===== config.mk =====
export PLATFORM = sky130hd
export DESIGN_NAME = hack_loader
export DESIGN_NICKNAME = d
export VERILOG_FILES = /design/src/rtl/hack_loader.sv
export SDC_FILE = /design/constraint.sdc
export NUM_CORES = 1
export LEC_CHECK = 0
export CORE_ASPECT_RATIO = 0.9
export CORE_MARGIN = 8
export CORE_UTILIZATION = 45
export DETAILED_ROUTE_END_ITERATION = 8
export SYNTH_ARGS = -nofsm -noshare
export SYNTH_HDL_FRONTEND = slang
export SYNTH_SLANG_ARGS = --single-unit

===== constraint.sdc =====
create_clock -name clk -period 7.26 [get_ports clk]
set_input_delay 1.452 -clock clk [delete_from_list [all_inputs] [get_ports clk]]
set_output_delay 1.452 -clock clk [all_outputs]
set_load 0.01 [all_outputs]

===== src/rtl/hack_loader.sv =====
// hack_loader: boot sequencer that loads framed UART bytes into instruction ROM and gates CPU reset
// Ports: clk/reset_n clock and async active-low reset; rx_data/rx_valid/rx_ready byte handshake;
// rom_addr/rom_data/rom_we ROM write port; cpu_reset held high until a load verifies;
// busy frame in progress; done last load verified; error last frame failed (sticky until sync).
module hack_loader #(
  parameter int          ADDR_W   = 15,
  parameter logic [31:0] TIMEOUT  = 32'd1000000,
  parameter logic        BOOT_RUN = 1'b0
) (
  input  logic              clk,
  input  logic              reset_n,
  input  logic [7:0]        rx_data,
  input  logic              rx_valid,
  output logic              rx_ready,
  output logic [ADDR_W-1:0] rom_addr,
  output logic [15:0]       rom_data,
  output logic              rom_we,
  output logic              cpu_reset,
  output logic              busy,
  output logic              done,
  output logic              error
);
  typedef enum logic [2:0] {IDLE, RUN, LEN_HI, LEN_LO, DATA_HI, DATA_LO, CHK_WAIT, CHECK} state_t;
  localparam logic [16:0] MAX_LEN = 17'(1) << ADDR_W;
  state_t state_q, state_d;
  logic [15:0] len_q, len_d, data_q, data_d;
  logic [7:0] hi_q, hi_d, xacc_q, xacc_d;
  logic [ADDR_W:0] idx_q, idx_d;
  logic [ADDR_W-1:0] addr_q, addr_d;
  logic [31:0] tmo_q, tmo_d;
  logic we_q, we_d, cpu_q, cpu_d, busy_q, busy_d, done_q, done_d, err_q, err_d;
  logic rdy_q, rdy_d, ok_q, ok_d, boot_q, boot_d, take, frame;
  always_comb begin
    take = rx_valid & rdy_q;
    frame = state_q inside {LEN_HI, LEN_LO, DATA_HI, DATA_LO, CHK_WAIT};
    state_d = state_q;
    len_d = len_q;
    data_d = data_q;
    hi_d = hi_q;
    xacc_d = xacc_q;
    idx_d = idx_q;
    addr_d = addr_q;
    busy_d = busy_q;
    done_d = done_q;
    err_d = err_q;
    ok_d = ok_q;
    we_d = 1'b0;
    boot_d = 1'b0;
    tmo_d = (frame && !take) ? tmo_q + 32'd1 : 32'd0;
    case (state_q)
      IDLE, RUN: begin
        if (take && rx_data == 8'hA5) begin
          state_d = LEN_HI;
          err_d = 1'b0;
          done_d = 1'b0;
          busy_d = 1'b1;
          xacc_d = 8'h00;
          idx_d = '0;
        end else if (state_q == IDLE && boot_q && BOOT_RUN) state_d = RUN;
      end
      LEN_HI: if (take) begin
        len_d = {rx_data, len_q[7:0]};
        state_d = LEN_LO;
      end
      LEN_LO: if (take) begin
        len_d = {len_q[15:8], rx_data};
        state_d = DATA_HI;
        if (len_d == 16'd0 || {1'b0, len_d} > MAX_LEN) begin
          state_d = IDLE;
          err_d = 1'b1;
          busy_d = 1'b0;
        end
      end
      DATA_HI: if (take) begin
        hi_d = rx_data;
        xacc_d = xacc_q ^ rx_data;
        state_d = DATA_LO;
      end
      DATA_LO: if (take) begin
        we_d = 1'b1;
        addr_d = idx_q[ADDR_W-1:0];
        data_d = {hi_q, rx_data};
        xacc_d = xacc_q ^ rx_data;
        idx_d = idx_q + (ADDR_W+1)'(1);
        state_d = (17'(idx_q) + 17'd1 == {1'b0, len_q}) ? CHK_WAIT : DATA_HI;
      end
      CHK_WAIT: if (take) begin
        ok_d = rx_data == xacc_q;
        state_d = CHECK;
      end
      CHECK: begin
        state_d = ok_q ? RUN : IDLE;
        done_d = ok_q;
        err_d = !ok_q;
        busy_d = 1'b0;
      end
      default: state_d = IDLE;
    endcase
    // Stalled frame: counter counts cycles since the last accepted byte.
    if (frame && !take && tmo_q + 32'd1 >= TIMEOUT) begin
      state_d = IDLE;
      err_d = 1'b1;
      busy_d = 1'b0;
    end
    rdy_d = state_d != CHECK;
    cpu_d = state_d != RUN;
  end
  always_ff @(posedge clk or negedge reset_n) begin
    if (!reset_n) begin
      state_q <= IDLE;
      len_q <= '0;
      data_q <= '0;
      hi_q <= '0;
      xacc_q <= '0;
      idx_q <= '0;
      addr_q <= '0;
      tmo_q <= '0;
      we_q <= 1'b0;
      cpu_q <= 1'b1;
      busy_q <= 1'b0;
      done_q <= 1'b0;
      err_q <= 1'b0;
      rdy_q <= 1'b0;
      ok_q <= 1'b0;
      boot_q <= 1'b1;
    end else begin
      state_q <= state_d;
      len_q <= len_d;
      data_q <= data_d;
      hi_q <= hi_d;
      xacc_q <= xacc_d;
      idx_q <= idx_d;
      addr_q <= addr_d;
      tmo_q <= tmo_d;
      we_q <= we_d;
      cpu_q <= cpu_d;
      busy_q <= busy_d;
      done_q <= done_d;
      err_q <= err_d;
      rdy_q <= rdy_d;
      ok_q <= ok_d;
      boot_q <= boot_d;
    end
  end
  assign rx_ready = rdy_q;
  assign rom_addr = addr_q;
  assign rom_data = data_q;
  assign rom_we = we_q;
  assign cpu_reset = cpu_q;
  assign busy = busy_q;
  assign done = done_q;
  assign error = err_q;
endmodule

**Word level (Yosys, flattened, before mapping)**

Cells that the tools add are included.

- Flip-flop bits (word level): 121
- Bits of input ports: 11
- Output and inout port bits: 37
- Logic and storage cells: 101

- $add $sub $neg: 3
- Magnitude comparators: 2
- Equal/unequal tests: 18
- Muxes and demuxes: 34
- Bitwise logic cells: 4
- Reduce and logical (&&, ||, !) cells: 24

Operators by type and width:

| operator | number |
|---|---|
| $pmux W16 S2 | 2 |
| $mux W16 | 3 |
| $add A32 B1 Y32 const B | 1 |
| $ge A32 B20 Y1 const B | 1 |
| $mux W32 | 1 |
| $mux W3 | 8 |
| $mux W8 | 3 |
| $pmux W3 S7 | 1 |
| $add A16 B1 Y17 const B | 1 |
| $eq A17 B16 Y1 | 1 |
| $add A16 B1 Y16 const B | 1 |
| $gt A16 B16 Y1 const B | 1 |
| $logic_not A16 Y1 | 1 |
| $pmux W8 S2 | 1 |
| $eq A3 B3 Y1 const B | 4 |
| $reduce_and A3 Y1 | 4 |
| $mux W1 | 11 |
| $eq A8 B8 Y1 | 1 |
| $eq A8 B8 Y1 const B | 1 |
| $reduce_and A2 Y1 | 4 |
| $xor A8 B8 Y8 | 1 |
| $eq A3 B2 Y1 const B | 2 |
| $ne A3 B1 Y1 const B | 2 |
| $ne A3 B3 Y1 const B | 2 |
| 18 further kinds | 27 |

**Longest topological paths before layout**

Gate-level depths: netlist of the first run.

- Depth after elaboration: 7
- Depth in mapped cells: 10
- Gate-level depth less buffers: 8

**Worst setup path after synthesis of the first run**

OpenSTA, ideal clock, no wires.

- Path kind: in2reg
- From: input rx_data[4]
- To: register err_q, in the netlist error
- Library setup time: 131 ps
- Arrival: 3605 ps
- Required time: 7129 ps
- Slack: 3524 ps
- Cell stages on the path: 6
- Buffers on the path: 1
- Cells stage by stage: clkbuf_1 > or4_1 > nor4_1 > a2bb2oi_1 > mux2_2 > or3_1

- Longest elaborated chain between the ends: 4
- Elaborated cells between the ends (all ways): 8
- Those cells by class: order compare: 1; eq/ne: 3; reduce/logical: 4

Ends and longest elaborated chain:

| what | line | RTL |
|---|---|---|
| from (decl) | 12 | `input logic [7:0] rx_data,` |
| $gt A16 B16 Y1 (tied with other cells) | 68 | `if (len_d == 16'd0 \|\| {1'b0, len_d} > MAX_LEN) begin` |
| $logic_or A1 B1 Y1 or $logic_and A1 B1 Y1 (tied branches) | 68, 52 |  |
| $ne A3 B1 Y1 (no line) or $ne A3 B3 Y1 (tied branches) | n/a |  |
| $reduce_and A4 Y1 (no line) * | n/a |  |
| to (signal assigned) | 139 | `err_q <= err_d;` |
| to (decl) | 31 | `logic we_q, we_d, cpu_q, cpu_d, busy_q, busy_d, done_q, done_d, err_q, err_d;` |

Every way passes the cells marked *; elsewhere a longest branch is shown, timed or not.
A chain may end at the register's enable or synchronous reset.

**Worst setup path after layout of the first run**

- From: input rx_valid
- To: register state_q[1]

- Longest elaborated chain between the ends: 5
- Elaborated cells between the ends (all ways): 13
- Those cells by class: mux: 8; bitwise: 1; reduce/logical: 4

Ends and longest elaborated chain:

| what | line | RTL |
|---|---|---|
| from (decl) | 13 | `input logic rx_valid,` |
| $and A1 B1 Y1 * | 34 | `take = rx_valid & rdy_q;` |
| $logic_and A1 B1 Y1 or $logic_not A1 Y1 (tied branches) | 52, 100 |  |
| $mux W3 or $logic_and A1 B1 Y1 (tied branches) | 52, 100 |  |
| $pmux W3 S7 or $logic_and A1 B1 Y1 (tied branches) | 50, 100 |  |
| $mux W3 * | 100 | `if (frame && !take && tmo_q + 32'd1 >= TIMEOUT) begin` |
| via state_d[1] | 25 | `state_t state_q, state_d;` |
| to (signal assigned) | 127 | `state_q <= state_d;` |
| to (decl) | 25 |  |

Mark *: on every way through the listed nets, which the timed path passes. The rest lies on a longest branch.

==> metrics.md, run 1 <==
| Metric | Value |
|---|---|
| XOR/XNOR share of the synthesized area | `8.179%` |
| Clock latency on the worst-skew pair | `around 420 ps` |
| Worst-path cell chain | `clkdlybuf4s50_1, and2_1, and3_1, nand2_2, buf_4, nor4_1, nand4bb_1, or4_1, a211oi_1` |
| Multiplexer share of the synthesized area | `7.011%` |
| Fin. max-slew vios | `0` |
| Total of max-cap violations | `0` |
| Slowest-stage cell, CP | `clkdlybuf4s50_1` |
| Initial Utilization | `45.88%` |
| Compound-gate portion of the synthesized area | `11.30%` |
| Asr flop ratio synth | `100.0%` |
| Syn avg cell area | `9.311 µm²` |
| CTS sink cnt | `121` |
| Setup violators final | `0` |
| Area Overhead vs Synth | `18.70%` |
| Top Usage Layer GRT | `met1` |
| VDD IR max | `0.1533 mV` |
| Post-DRT Antenna Nets | `0` |
| Skew final | `roughly 5.8 ps` |
| Synth Area in Adders | `0.3895%` |
| Family with the most delay on the worst path | `simple AND/OR/NAND/NOR gates` |
| Total GRT Usage | `18.03%` |
| Half-perimeter wire length after placement | `10680 µm` |
| Layout cells sized above 1 | `12.76%` |
| Slew @ Worst Pin | `887.3 ps` |
| Status | `complete, no violations` |
| Die width | `around 140 µm` |
| Worst Hold Depth | `2` |
| TNS Setup | `0 ps` |
| Final hold violation count | `0` |
| Top-area cell type share of the netlist area | `46.74%` |
| PD cells | `~230 mW/mm²` |
| FF-to-FF path depth | `8` |
| Syn Inst Count | `690` |
| Synth unique cells | `61` |
| Critical path class | `input port to register` |
| Worst EP required | `7560 ps` |
| Simple-gate area share of the yosys netlist | `22.34%` |
| Io pins | `48` |
| Post-CTS Hold Fix Bufs | `0` |
| Setup Fix Bufs, Post-CTS | `0` |
| Post-Syn Nets | `703` |
| CP Depth | `9` |
| Synth Flop Type | `dfrtp_1` |
| Worst stage delay on the critical path | `approximately 470 ps` |
| H-tree levels | `4` |
| Post-layout min period | `4331 ps` |
| IO Port Bufs | `47` |
| Final Cycle Share | `approximately three fifths` |
| Die area | `0.01836 mm²` |
| CTS Root Cell | `clkbuf_16` |
| Warnings from Yosys | `0` |
| Critical path endpoint category | `register` |
| WL/cell | `around 17 µm` |
| Final setup margin | `2929 ps` |
| Slew headroom | `40.63%` |
| Synth top cells by count | `120 x dfrtp_1, 92 x nand2_1, 72 x nor2_1` |
| Final-layout fill cell count | `1253` |
| Detailed Route Iter0 Violations | `508` |
| First-pass GRT wire length | `26050 µm` |
| Crit path buffers/inverters | `2` |
| Synth Cell Area | `0.006425 mm²` |
| Area contributors post-synth | `dfrtp_1 47%, mux2_2 7.0%, xnor2_1 5.5%` |
| Worst hold path type | `register to register` |
| Seq/Total Area, Yosys | `between 40% and 50%` |
| Clk buf depth | `2` |
| Largest net degree at the start of global routing | `66` |
| Startpoint class of the critical path | `input port` |
| Number of enable flip-flop cells after synthesis | `0` |
| Area of the multi-input gates | `between 0.003 and 0.004 mm²` |
| Max frequency | `approximately 0.23 GHz` |
| Die Y | `~130 µm` |
| Met1 Usage GRT | `between 20% and 30%` |
| Met2 GRT Util | `around 25%` |
| TritonRoute pass-1 iters | `7` |
| ANT cells | `0` |
| Seq cells post-synth | `121` |
| GR Layer Usage met3 | `4.743%` |
| Grt ovf | `0` |
| Main combinational cell family by area after synthesis | `simple AND/OR/NAND/NOR gates` |
| Clk slew on worst S/H paths | `60 ps` |
| Most frequent cell after synthesis | `dfrtp_1` |
| Num CTS Buffers | `17` |
| Max Fanout on Critical Path | `36` |
| Register area | `0.003029 mm²` |
| RSZ-0062 raised after global routing | `false` |
| Row cnt | `41` |
| Pre-CTS setup slack | `2569 ps` |
| Top cell type by total area after synthesis | `dfrtp_1` |
| Placer Congestion | `around 0.88` |
| Placeable Area | `0.01400 mm²` |
| DR DRC count | `0` |
| Avg Vias per Cell | `5.595` |
| Crit path arrival time | `roughly 4600 ps` |
| Post-CTS sizing | `0` |
| Vias in the first global route | `4873` |
| Vias | `5159` |
| Final WL | `15540 µm` |
| Initial antenna violation count | `0` |
| Post-layout nets | `729` |
| P_leak | `3.203 nW` |
| TritonCTS clock tree | `built` |
-- final timing paths --
check / startpoint / to / slack [ps]
max in group asynchronous: reset_n / tmo_q[29]$_DFF_PN0_ / 4900
max reg2reg: tmo_q[0]$_DFF_PN0_ / error$_DFFE_PN0P_ / 3980
max: rx_valid / state_q[1]$_DFF_PN0_ / 2930
min reg2reg: hi_q[2]$_DFFE_PN0P_ / rom_data[10]$_DFFE_PN0P_ / 470
min: hi_q[2]$_DFFE_PN0P_ / rom_data[10]$_DFFE_PN0P_ / 470
min in group asynchronous: reset_n / rom_addr[13]$_DFFE_PN0P_ / 1080
-- layout make-up --
cell class | instances | area share, %
Multi-Input combinational cell | 511 | 41.49
Sequential cell | 121 | 39.72
Timing Repair Buffer | 52 | 6.628
Clock buffer | 18 | 5.759
Tap cell | 193 | 3.167
Clock inverter | 14 | 2.592
Inverter | 13 | 0.6399
-- where the power goes --
part / switching, W / internal, W
Clock: 0.000318 / 0.000584
Sequential: 0.0000396 / 0.000703
Combinational: 0.0000712 / 0.0000565
-- state kept, by name, summed over array words and instances, names as in the netlist, 3 cells and up --
register and flops:
rom_data 16, state_q 3, rom_addr 15, xacc_q 8, len_q 16, idx_q 16
tmo_q 32, hi_q 8
-- stage by stage --
| stage | cells | hold slack, ps | instance area (µm²) | util (%) | total power, W |
|---|---|---|---|---|---|
| final | 922 | 466.5 | 7626 | 54.45 | 0.001772 |
| after global routing | 922 | 496.5 | 7626 | 54.45 | 0.001843 |
| after CTS | 922 | 471.9 | 7626 | 54.45 | 0.001795 |
| after detailed placement | 890 | 457.2 | 6989 | 49.91 | 0.0008831 |
| after global placement | 890 | 447.8 | 6989 | 49.91 | 0.0008822 |
| after floorplan | 690 | 434.8 | 6425 | - | 0.0008277 |
-- layout by cell type, fill, tap and decap left out, types with 5 or more instances in the layout --
cell type | Yosys | final
a21oi_1 | 18 | 18
a31oi_1 | 5 | 5
and2_1 | 6 | 6
and3_1 | 10 | 10
and4_1 | 7 | 7
buf_4 | 1 | 6
clkbuf_16 | 0 | 17
clkdlybuf4s50_1 | 0 | 46
clkinvlp_4 | 0 | 5
dfrtp_1 | 120 | 120
inv_1 | 13 | 13
mux2_2 | 40 | 40
nand2_1 | 92 | 91
nand3_1 | 26 | 26
nand4_1 | 16 | 16
nor2_1 | 72 | 72
nor3_1 | 12 | 12
nor4_1 | 10 | 10
o21ai_0 | 64 | 64
o31ai_1 | 6 | 6
or2_2 | 5 | 5
or3_1 | 5 | 5
xnor2_1 | 40 | 40
xor2_1 | 20 | 20
-- worst register-to-register path, stage by stage (launching register included) --
cell      delay, ps
dfrtp_1         420
ha_1            400
nand4_1         270
nor4_4          540
nand2b_1        180
or4b_2          630
nand2_1          90
a31oi_1         210
or3_1           420
-- cells by family (layout without fill, tap and decap cells) --
family                   count (synthesis)  in the layout
multiplexers                            40             40
flip-flops                             121            121
AO/OA/AOI/OAI                          121            121
AND/OR/NAND/NOR                        288            288
XOR/XNOR                                60             60
adder cells (fa/ha/maj)                  2              2
buffers and inverters                   58             97
-- metal layers --
| layer | wire, µm | vias to the layer above |
|---|---|---|
| li1 | - | 2473 |
| met1 | 7807 | 2505 |
| met2 | 6709 | 167 |
| met3 | 870 | 14 |
| met4 | 155 | 0 |
| met5 | 0 | - |
Note: power is estimated with default switching activity, not from simulation.
==> run 2, diff against run 1 <==
- clock period: 7.26 -> 4.3 ns (I/O delays scaled with it)
==> run 2 against run 1 <==
Compared with the run above: via count increased by 0.21%; first-iteration DRC count unchanged; core utilization up 0.16 points; flip-flop and latch count is the same; sequential power is 68% higher; total power rose by 67%; register-to-register slack worse by 3000 ps; critical path type unchanged; critical endpoint unchanged; largest cell class unchanged; largest power group unchanged; highest routed layer unchanged.
==> metrics.md, run 2 (same netlist as run 1, synthesis figures left out) <==
| Metric | Value |
|---|---|
| Status | `complete, no violations (unchanged)` |
| Area of the multi-input gates | `0.003164 mm² (unchanged)` |
| PD cells | `386.5 mW/mm² (was 232.4 mW/mm²)` |
| Total GRT Usage | `18.19% (was 18.03%)` |
| WL/cell | `16.97 µm (was 16.86 µm)` |
| Reg with most FFs | `tmo_q (unchanged)` |
| Row cnt | `41 (unchanged)` |
| FF-to-FF path depth | `8 (unchanged)` |
| Post-DRT Antenna Nets | `0 (unchanged)` |
| TritonCTS clock tree | `built (unchanged)` |
| TNS Setup | `0 ps (unchanged)` |
| Switch Pwr | `0.0007045 W (was 0.0004288 W)` |
| Slowest-stage cell, CP | `or4_1 (was clkdlybuf4s50_1)` |
| Placeable Area | `0.01400 mm² (unchanged)` |
| Critical path endpoint category | `register (unchanged)` |
| Initial Utilization | `45.88% (unchanged)` |
| Worst stage delay on the critical path | `640 ps (was 470 ps)` |
| DR DRC count | `0 (unchanged)` |
| Vias | `5170 (was 5159)` |
| CTS sink cnt | `121 (unchanged)` |
| Post-layout nets | `736 (was 729)` |
| Max frequency | `0.2903 GHz` |
| IO Port Bufs | `47 (unchanged)` |
| Most common cell after layout, fill and taps aside | `dfrtp_1 (unchanged)` |
| Post-CTS sizing | `0 (unchanged)` |
| Layout cells sized above 1 | `13.20% (was 12.76%)` |
| P_leak | `3.239 nW (was 3.203 nW)` |
| Combinational Power Share | `7.6% (was 7.2%)` |
| Fin. max-slew vios | `0 (unchanged)` |
| Most frequent cells in the layout | `120 x dfrtp_1, 91 x nand2_1, 72 x nor2_1 (unchanged)` |
| Avg Vias per Cell | `5.571 (was 5.595)` |
| Post-placement cell count | `897 (was 890)` |
| H-tree levels | `4 (unchanged)` |
| Grt ovf | `0 (unchanged)` |
| Sequential Power Share | `42.4% (was 41.9%)` |
| Worst EP required | `4610 ps (was 7560 ps)` |
| Total of max-cap violations | `0 (unchanged)` |
| Final Cycle Share | `80.10%` |
| Vias in the first global route | `5073 (was 4873)` |
| TritonRoute pass-1 iters | `5 (was 7)` |
| Fin cells | `928 (was 922)` |
| Worst Hold Depth | `2 (unchanged)` |
| Pwr Total | `0.002956 W (was 0.001772 W)` |
| Largest register FFs | `32 (unchanged)` |
| Worst hold path type | `register to register (unchanged)` |
| RSZ-0062 raised after global routing | `false (unchanged)` |
| Startpoint class of the critical path | `input port (unchanged)` |
| Clk slew on worst S/H paths | `60 ps (about the same)` |
| ANT cells | `0 (unchanged)` |
| Sw frac | `23.83% (was 24.20%)` |
| Clock latency on the worst-skew pair | `410 ps (was 420 ps)` |
| Final hold violation count | `0 (unchanged)` |
| Worst hold margin | `462.2 ps (was 466.5 ps)` |
| Setup Fix Bufs, Post-CTS | `0 (unchanged)` |
| Die area | `0.01836 mm² (unchanged)` |
| Worst-path cell chain | `clkdlybuf4s50_1, or4_1, nor3_1, o22ai_1, a211oi_1, nand4_1, or4_1, a211oi_1 (was clkdlybuf4s50_1, and2_1, and3_1, nand2_2, buf_4, nor4_1, nand4bb_1, or4_1, a211oi_1)` |
| Crit path arrival time | `3760 ps (was 4630 ps)` |
| Register area | `0.003029 mm² (unchanged)` |
| Post-layout min period | `3444 ps` |
| Skew final | `9.632 ps (was 5.762 ps)` |
| Pint | `0.002252 W (was 0.001343 W)` |
| Critical path class | `input port to register (unchanged)` |
| Initial antenna violation count | `0 (unchanged)` |
| Clk buf depth | `2 (unchanged)` |
| Setup violators final | `0 (unchanged)` |
| Half-perimeter wire length after placement | `11120 µm (was 10680 µm)` |
| Placer Congestion | `0.8942 (was 0.8844)` |
| Final setup margin | `855.5 ps (was 2929 ps)` |
| Detailed Route Iter0 Violations | `508 (unchanged)` |
| CTS Root Cell | `clkbuf_16 (unchanged)` |
| Clock share of power | `49.9% (was 50.9%)` |
| First-pass GRT wire length | `26420 µm (was 26050 µm)` |
| Final WL | `15750 µm (was 15540 µm)` |
| Slew @ Worst Pin | `808.3 ps (was 887.3 ps)` |
| Num CTS Buffers | `17 (unchanged)` |
| Die Y | `129.4 µm (unchanged)` |
| VDD IR max | `0.2505 mV (was 0.1533 mV)` |
| Pre-CTS setup slack | `471.5 ps (was 2569 ps)` |
| Die width | `142.0 µm (unchanged)` |
| Area Overhead vs Synth | `19.05% (was 18.70%)` |
| Largest net degree at the start of global routing | `55 (was 66)` |
| Slew headroom | `45.91% (was 40.63%)` |
| Post-CTS Hold Fix Bufs | `0 (unchanged)` |
| Final-layout fill cell count | `1260 (was 1253)` |
| Max Fanout on Critical Path | `8 (was 36)` |
| Io pins | `48 (unchanged)` |
-- run 2: routing by layer --
layer / up-vias / track usage [%] / wire length (µm)
met2: 114 / 26.43 / 6814
li1: 2474 / - / -
met1: 2562 / 25.91 / 7989
met3: 20 / 4.118 / 728
met5: - / 0 / 0
met4: 0 / 6.877 / 218
-- run 2: power by group through the flow --
| stage | clock, W | combinational, W | sequential (W) |
|---|---|---|---|
| after floorplan | 0 | 0.000150 | 0.00125 |
| after detailed placement | 0 | 0.000225 | 0.00127 |
| after CTS | 0.00151 | 0.000227 | 0.00125 |
| after global placement | 0 | 0.000223 | 0.00127 |
| after global routing | 0.00156 | 0.000256 | 0.00126 |
| final | 0.00148 | 0.000225 | 0.00125 |
-- run 2: worst max-delay path, delay by kind of cell --
family | cells | cell delay [ps]
AO/OA/AOI/OAI | 3 | 610
buffers and inverters | 1 | 550
AND/OR/NAND/NOR | 4 | 1730
-- run 2: final timing paths --
path                                           from  slack [ps]                       end
worst max-delay path                     rx_data[4]         860      state_q[1]$_DFF_PN0_
worst min-delay path            hi_q[2]$_DFFE_PN0P_         460  rom_data[10]$_DFFE_PN0P_
worst max register to register   tmo_q[0]$_DFF_PN0_        1020         error$_DFFE_PN0P_
worst min register to register  hi_q[2]$_DFFE_PN0P_         460  rom_data[10]$_DFFE_PN0P_
max in group asynchronous                   reset_n        2820       tmo_q[26]$_DFF_PN0_
min in group asynchronous                   reset_n         480     idx_q[13]$_DFFE_PN0P_
-- run 2: layout make-up --
| cell class | count | share of cell area, % |
|---|---|---|
| Timing Repair Buffer | 59 | 7.296 |
| Multi-Input combinational cell | 511 | 41.37 |
| Inverter | 13 | 0.6380 |
| Clock inverter | 12 | 2.274 |
| Clock buffer | 19 | 5.660 |
| Tap cell | 193 | 3.157 |
| Sequential cell | 121 | 39.60 |
-- run 2: stage by stage --
| step | util, % | area (µm²) |
|---|---|---|
| floorplan | - | 6425 |
| global placement | 50.28 | 7042 |
| detailed placement | 50.28 | 7042 |
| CTS | 54.61 | 7649 |
| global route | 54.61 | 7649 |
| finish | 54.61 | 7649 |
